[src/rtl/relu_single.sv]
// relu_single: element-wise ReLU over one flattened W x H feature map.
// Each signed element is either passed through unchanged or forced to zero
// when its sign bit is set. The whole map is registered with one cycle of
// latency, and a per-element mask reports which elements were clamped.
module relu_single #(
  parameter int W          = 5,
  parameter int H          = 5,
  parameter int DATA_WIDTH = 16
) (
  input  logic                      clk,
  input  logic                      rst_n,
  input  logic                      in_valid,
  input  logic [W*H*DATA_WIDTH-1:0] in,
  output logic                      out_valid,
  output logic [W*H*DATA_WIDTH-1:0] out,
  output logic [W*H-1:0]            clamp_mask
);

  localparam int N = W * H;

  logic [N*DATA_WIDTH-1:0] relu_map;
  logic [N-1:0]            relu_mask;

  // Sign test and select for every element in parallel; no arithmetic, so
  // there is no width growth, rounding or saturation.
  always_comb begin
    // NOTE: every combinational output gets a default before the loop so no
    // path leaves it unassigned, which would otherwise infer a latch.
    relu_map  = '0;
    relu_mask = '0;
    for (int i = 0; i < N; i++) begin
      if (in[i*DATA_WIDTH + DATA_WIDTH - 1]) begin
        relu_map[i*DATA_WIDTH +: DATA_WIDTH] = '0;
        relu_mask[i]                         = 1'b1;
      end else begin
        relu_map[i*DATA_WIDTH +: DATA_WIDTH] = in[i*DATA_WIDTH +: DATA_WIDTH];
        relu_mask[i]                         = 1'b0;
      end
    end
  end

  // Output register: synchronous reset wins over any input; data and mask
  // only load on a valid map and otherwise hold, while valid tracks in_valid.
  always_ff @(posedge clk) begin
    // NOTE: non-blocking assignments keep every register sampling the
    // pre-edge values, independent of statement order.
    if (!rst_n) begin
      out_valid  <= 1'b0;
      out        <= '0;
      clamp_mask <= '0;
    end else begin
      out_valid <= in_valid;
      if (in_valid) begin
        out        <= relu_map;
        clamp_mask <= relu_mask;
      end
    end
  end

endmodule

[config.mk]
export PLATFORM = sky130hd
export DESIGN_NAME = relu_single
export DESIGN_NICKNAME = d
export VERILOG_FILES = /design/src/rtl/relu_single.sv
export SDC_FILE = /design/constraint.sdc
export NUM_CORES = 1
export LEC_CHECK = 0
export CAP_MARGIN = 25
export CELL_PAD_IN_SITES_DETAIL_PLACEMENT = 1
export CELL_PAD_IN_SITES_GLOBAL_PLACEMENT = 1
export CORE_AREA = 3 3 322 324
export DETAILED_ROUTE_END_ITERATION = 10
export DIE_AREA = 0 0 325 327
export PLACE_DENSITY = 0.51
export SLEW_MARGIN = 5
export SYNTH_ARGS = -nofsm -noshare
export SYNTH_HDL_FRONTEND = slang
export SYNTH_SLANG_ARGS = --single-unit
[constraint.sdc]
create_clock -name clk -period 2.5 [get_ports clk]
set_clock_uncertainty 0.05 [all_clocks]
set_input_delay 0.625 -clock clk [delete_from_list [all_inputs] [get_ports clk]]
set_output_delay 0.625 -clock clk [all_outputs]
set_load 0.05 [all_outputs]
# Word-level counts from Yosys, hierarchy flattened
# Index checks and enable logic that the tools add are counted.
# op_classes
mux,50
# op_table
cell,n
$mux 15,25
$mux 1,25
# word_totals
wordCells,53
output_inout_bits,426
inputBits,403
register_bits,426

# Longest topological paths before layout
# Gate-level depths: netlist of run 1.
# logic_depth
ltp_word,1
ltp_mapped,5
mapped_depth_nobuf,2

# Worst setup path before layout of run 1
# OpenSTA, ideal clock, no wires.
# synth_path
path_kind,in2reg
from,input port rst_n
to,register out[10]
path_buffers,3
slack_ps,1065
required_time_ps,2376
stages,5
arrival_time_ps,1311
setup_time_ps,74
cell_sequence,buf_4 buf_4 clkbuf_1 nand3b_1 o21ai_0
# synth_rtl
item,line,rtl
from (decl),11,"input logic rst_n,"
to (signal assigned),54,out <= relu_map;
to (decl),15,"output logic [W*H*DATA_WIDTH-1:0] out,"

# Worst setup path in the final report of run 1
# layout_path
from,register out[219]
to,output port out[219]
# No word-level cell between the ends.

==> flow_summary.json, run 1 <==
{
  "port-buffer-count": 803,
  "cp.arrival_ps": 1750,
  "avgSynthCellArea_um2": 8.85,
  "finalNetCount": 2945,
  "dpl-instance-area_um2": 25200,
  "ant_nets": 0,
  "cap_violations": 0,
  "num_vias": 15809,
  "grt_start_max_net_pins": 94,
  "final.setup.tns_ps": 0,
  "slowest_stage": "clkdlybuf4s50_1",
  "fin_crit_ps": 2430,
  "crit_family": "buffers and inverters",
  "rr_startpoint": "clamp_mask[21]",
  "critical_path.cell_chain": "clkdlybuf4s50_1",
  "ir_drop_v": 0.000490,
  "fmax_mhz": 412,
  "area_delta_synth_final_pct": 68.0,
  "die_y_um": 327,
  "post-route-cell-area_um2": 26600,
  "die_w_um": 325,
  "rsz0062_at_grt": "false",
  "finalMaxSlewViolations": 0,
  "crit_required_ps": 1820,
  "start_util_pct": 15.6,
  "overflow": 0,
  "seq_area_frac_synth_pct": 50.8,
  "critPathMaxStageDelay_ps": 810,
  "clockRootBuffer": "clkbuf_16",
  "synth_cell_types": 20,
  "hold_violations": 0,
  "core_um2": 101000,
  "ys_ff_latch": 401,
  "power_per_cell_area_nw_per_um2": 645,
  "critPathKind": "register to primary output",
  "hpwl_um": 59700,
  "p_leak_nw": 11.8,
  "r2r_slack_ps": 1720,
  "relSlewSlack_pct": 58.0,
  "drc": 0,
  "syn-cell-area_um2": 15800,
  "outcome": "finished clean",
  "path_buf_inv": 1,
  "r2r_cells": 2,
  "min_path_type": "primary input to register",
  "layout-drive-gt1-share_pct": 6.17,
  "grt_pass1_wl_um": 114000,
  "grt_pass1_vias": 17141,
  "gp_congestion": 0.788,
  "cp-start-kind": "register",
  "syn_inst": 1786,
  "place_inst": 3858,
  "num_rows": 117,
  "hold_path_end": "out[12]",
  "ios": 829,
  "power_w": 0.0171,
  "wl_per_cell_um": 19.6,
  "yosysTopAreaCell": "dfxtp_1",
  "setup_violations": 0,
  "cp_max_fo": 2,
  "dieArea_um2": 106000,
  "fill_cells": 11824,
  "drtIter0Drc": 646,
  "path_clk_slew_ps": 60,
  "ys_warn_count": 0,
  "synth_area_leaders": "dfxtp_1 51%, nand3b_1 18%, o21ai_0 11%, nand2_1 8.9%, buf_2 3.3%",
  "synth_top_area_share_pct": 50.8,
  "r2r-end": "clamp_mask[21]",
  "avgViaCountPerCell": 4.00,
  "hold_ws_ps": 365,
  "hold_start": "rst_n",
  "dr.pass1.iters": 4,
  "drt-total-wl_um": 77600,
  "clk_path_buf_depth": 3,
  "clkSinkCount": 401,
  "cts_tree": "yes",
  "worst_slew_pin_slew_ps": 632,
  "cts_made_buffers": 50,
  "track_usage_pct": 13.9,
  "period_share_pct": 97.2,
  "clkLatencyLatePin_ps": 610,
  "final_cells": 3951,
  "whs_path_depth": 3,
  "endpoint_kind": "primary output",
  "h-tree-depth": 2,
  "antenna_found_initial": 16
}
==> Yosys cell counts <==
library cell  number
dfxtp_1          401
nand2_1          375
nand3b_1         375
o21ai_0          345
buf_2            105
buf_4             31
o21ai_1           30
mux2i_1           25
nor2b_1           25
clkbuf_1          23
nand2b_1          15
clkbuf_2          13
nand2b_4           9
buf_6              6
buf_8              2
clkbuf_4           2
and2_1             1
buf_12             1
conb_1             1
nand2b_2           1
==> metrics by stage <==
step / setup WS [ps] / utilization (%)
floorplan: 1060 / -
global placement: 503 / 24.8
detailed placement: 435 / 24.8
CTS: 0.00777 / 26.0
global route: 0.797 / 26.2
finish: 70.7 / 26.2
==> layout make-up <==
class	count	area [um2]	share of cell area, %
repair buffers	863	8350	31.4
clock buffers	69	1430	5.40
diodes	7	17.5	0.0660
clock inverters	17	183	0.688
multi-input cells	1226	6830	25.7
well taps	1368	1710	6.44
flip-flops and latches	401	8030	30.2
==> power by group <==
group	switching [W]	leakage, nW	internal, W
combinational	0.00189	7.73	0.00116
clock	0.00299	0.808	0.00430
sequential	0.000145	3.28	0.00666
total	0.00503	11.8	0.0121
==> per-layer routing <==
metal | GRT usage (%) | routed length, um
met2 | 25.1 | 38900
met5 | 0 | 57
met4 | 4.15 | 2020
met1 | 14.7 | 29800
met3 | 5.87 | 6770
==> layout by cell type, fill, tap and decap left out, types with 11 or more instances in the layout <==
| master | count |
|---|---|
| buf_4 | 57 |
| clkdlybuf4s50_1 | 417 |
| dfxtp_1 | 401 |
| clkbuf_16 | 51 |
| nand3b_1 | 375 |
| buf_12 | 13 |
| conb_1 | 25 |
| dlymetal6s2s_1 | 49 |
| nor2b_1 | 25 |
| o21ai_0 | 345 |
| dlygate4sd2_1 | 325 |
| mux2i_1 | 25 |
| nand2b_1 | 15 |
| o21ai_1 | 30 |
| clkinv_2 | 11 |
| nand2_1 | 375 |
==> worst max path at each step <==
stage | cells after the start | from | slack (ps) | end
finish | 1 | out[219] | 70 | out[219]
global route | 1 | out[219] | 0.8 | out[219]
CTS | 1 | out[286] | 0.008 | out[286]
detailed placement | 4 | in_valid | 430 | out[334]
global placement | 4 | in_valid | 500 | out[253]
floorplan | 5 | rst_n | 1060 | out[10]
==> cell families after synthesis <==
logic type             count (synthesis)  synth area share (%)
other                                  1                0.0237
AOI/OAI and AO/OA                    375                  11.9
DFF                                  401                  50.8
buffers and inverters                183                  6.59
muxes                                 25                  1.58
and+or+nand+nor                      801                  29.2
==> tightest hold or removal path, cell delays in order <==
cell and delay, ps:
buf_8 150, nand2_1 100, o21ai_0 60
==> state kept, by name, summed over array words and instances, names as in the netlist <==
register,cells
out,375
clamp_mask,25
out_valid,1
==> what timing repair did <==
action                     4_1_cts  5_1_grt
hold endpoints to repair         0        0
hold buffers                     0        0
setup endpoints to repair      325       49
buffers inserted                 0        0
pin swaps                        0        0
gates resized for setup        325       49
No activity file was read; power rests on OpenSTA's default activity.
==> run 2, diff against run 1 <==
--- a/config.mk
+++ b/config.mk
@@ -8,10 +8,10 @@
 export CAP_MARGIN = 25
 export CELL_PAD_IN_SITES_DETAIL_PLACEMENT = 1
 export CELL_PAD_IN_SITES_GLOBAL_PLACEMENT = 1
-export CORE_AREA = 3 3 322 324
+export CORE_AREA = 3 3 323 325
 export DETAILED_ROUTE_END_ITERATION = 10
-export DIE_AREA = 0 0 325 327
-export PLACE_DENSITY = 0.51
+export DIE_AREA = 0 0 326 328
+export PLACE_DENSITY = 0.52
 export SLEW_MARGIN = 5
 export SYNTH_ARGS = -nofsm -noshare
 export SYNTH_HDL_FRONTEND = slang
==> constraint.sdc (replaced) <==
create_clock -name clk -period 2 [get_ports clk]
set_clock_uncertainty 0.05 [all_clocks]
set_input_delay 0.5 -clock clk [delete_from_list [all_inputs] [get_ports clk]]
set_output_delay 0.5 -clock clk [all_outputs]
set_load 0.05 [all_outputs]
==> flow_summary.json, run 2 (synthesis gave the netlist of run 1 again) <==
{
  "port-buffer-count": 803,
  "critPathMaxStageDelay_ps": 470,
  "grt_pass1_vias": 16971,
  "post-route-cell-area_um2": 26100,
  "ant_nets": 0,
  "overflow": 0,
  "worst_slew_pin_slew_ps": 523,
  "die_w_um": 326,
  "avgViaCountPerCell": 3.99,
  "reg.largest.list": "out: 375 flops, clamp_mask: 25 flops, out_valid: 1 flops",
  "final.setup.tns_ps": 0,
  "crit_required_ps": 1450,
  "num_rows": 117,
  "gp_congestion": 0.793,
  "top_layer_used": "met5",
  "hpwl_um": 59300,
  "path_clk_slew_ps": 60,
  "die_y_um": 328,
  "p_leak_nw": 10.4,
  "rsz0062_at_grt": "false",
  "postCtsSetupRepairBufs": 0,
  "p_seq_share_pct": 39.0,
  "path_buf_inv": 1,
  "drt-total-wl_um": 76500,
  "cp-start-kind": "register",
  "endpoint_kind": "primary output",
  "cp.arrival_ps": 1340,
  "clockRootBuffer": "clkbuf_16",
  "critical_path.cell_chain": "buf_4",
  "clockPowerShare_pct": 43.2,
  "drtIter0Drc": 640,
  "grt_start_max_net_pins": 73,
  "mostFrequentLayoutCells": "447 x buf_4, 401 x dfxtp_1, 400 x clkdlybuf4s50_1",
  "power.share.switching_pct": 29.0,
  "min_path_type": "primary input to register",
  "largest_reg_flops": 375,
  "dpl-instance-area_um2": 24400,
  "wl_met1_um": 28800,
  "cap_violations": 0,
  "finalNetCount": 2951,
  "cts_resized": 0,
  "cts_tree": "yes",
  "wl_met3_um": 6820,
  "grt_pass1_wl_um": 112000,
  "layout_commonest_cell": "buf_4",
  "power_w": 0.0219,
  "fin_crit_ps": 1890,
  "num_vias": 15807,
  "route.met2.wl_um": 38900,
  "critPathKind": "register to primary output",
  "period_share_pct": 94.6,
  "cts_made_buffers": 50,
  "area_delta_synth_final_pct": 64.9,
  "core_um2": 102000,
  "clkSinkCount": 401,
  "power_per_cell_area_nw_per_um2": 839,
  "intPower_w": 0.0155,
  "relSlewSlack_pct": 65.1,
  "wl_per_cell_um": 19.3,
  "layout-drive-gt1-share_pct": 21.6,
  "cp_max_fo": 2,
  "clkLatencyLatePin_ps": 600,
  "fill_cells": 11879,
  "setup_violations": 0,
  "slowest_stage": "dfxtp_1",
  "finalMaxSlewViolations": 0,
  "drc": 0,
  "track_usage_pct": 13.6,
  "hold_violations": 0,
  "dr.pass1.iters": 6,
  "ios": 829,
  "fmax_mhz": 529,
  "start_util_pct": 15.5,
  "clk_path_buf_depth": 3,
  "dieArea_um2": 107000,
  "antenna_found_initial": 12,
  "max_flop_register": "out",
  "ir_drop_v": 0.000575,
  "h-tree-depth": 2,
  "cts_hold_buf": 0,
  "netSwitchingPower_w": 0.00634,
  "crit_family": "flip-flops",
  "outcome": "finished clean",
  "combPwrFrac_pct": 17.8
}
==> run 2: power groups by stage <==
stage	clock network [W]	registers, W	logic [W]
after detailed placement	0	0.00870	0.00395
final	0.00944	0.00853	0.00389
after global routing	0.0101	0.00856	0.00414
after global placement	0	0.00869	0.00391
after floorplan	0	0.00979	0.00102
after CTS	0.00985	0.00853	0.00396
==> run 2: layout make-up <==
cell class / instances / area (um2) / share of cell area, %
Tap cell: 1368 / 1710 / 6.57
Sequential cell: 401 / 8030 / 30.8
Clock inverter: 14 / 159 / 0.610
Clock buffer: 77 / 1530 / 5.88
Multi-Input combinational cell: 1226 / 6830 / 26.2
Antenna cell: 6 / 15.0 / 0.0576
Timing Repair Buffer: 869 / 7790 / 29.9
==> run 2: per-layer routing <==
layer  track usage [%]  up-vias
li1                  -     7547
met1              14.5     7604
met2              24.6      540
met3              5.53      106
met4              3.91       10
met5                 0        -
==> run 2: worst paths after layout <==
kind	from	end	slack [ps]	cells past startpoint
min	rst_n	out[123]	180	3
max reg2reg	clamp_mask[24]	clamp_mask[24]	1180	2
min reg2reg	out[282]	out[282]	430	2
max	clamp_mask[24]	clamp_mask[24]	110	1
==> run 2: metrics by stage <==
stage	cells	hold slack, ps	util, %	setup WS (ps)
final	3961	181	25.6	109
after CTS	3955	128	25.6	10.2
after floorplan	1810	583	-	690
after global routing	3960	167	25.6	51.1
after detailed placement	3864	416	23.9	115
after global placement	3864	409	23.9	219
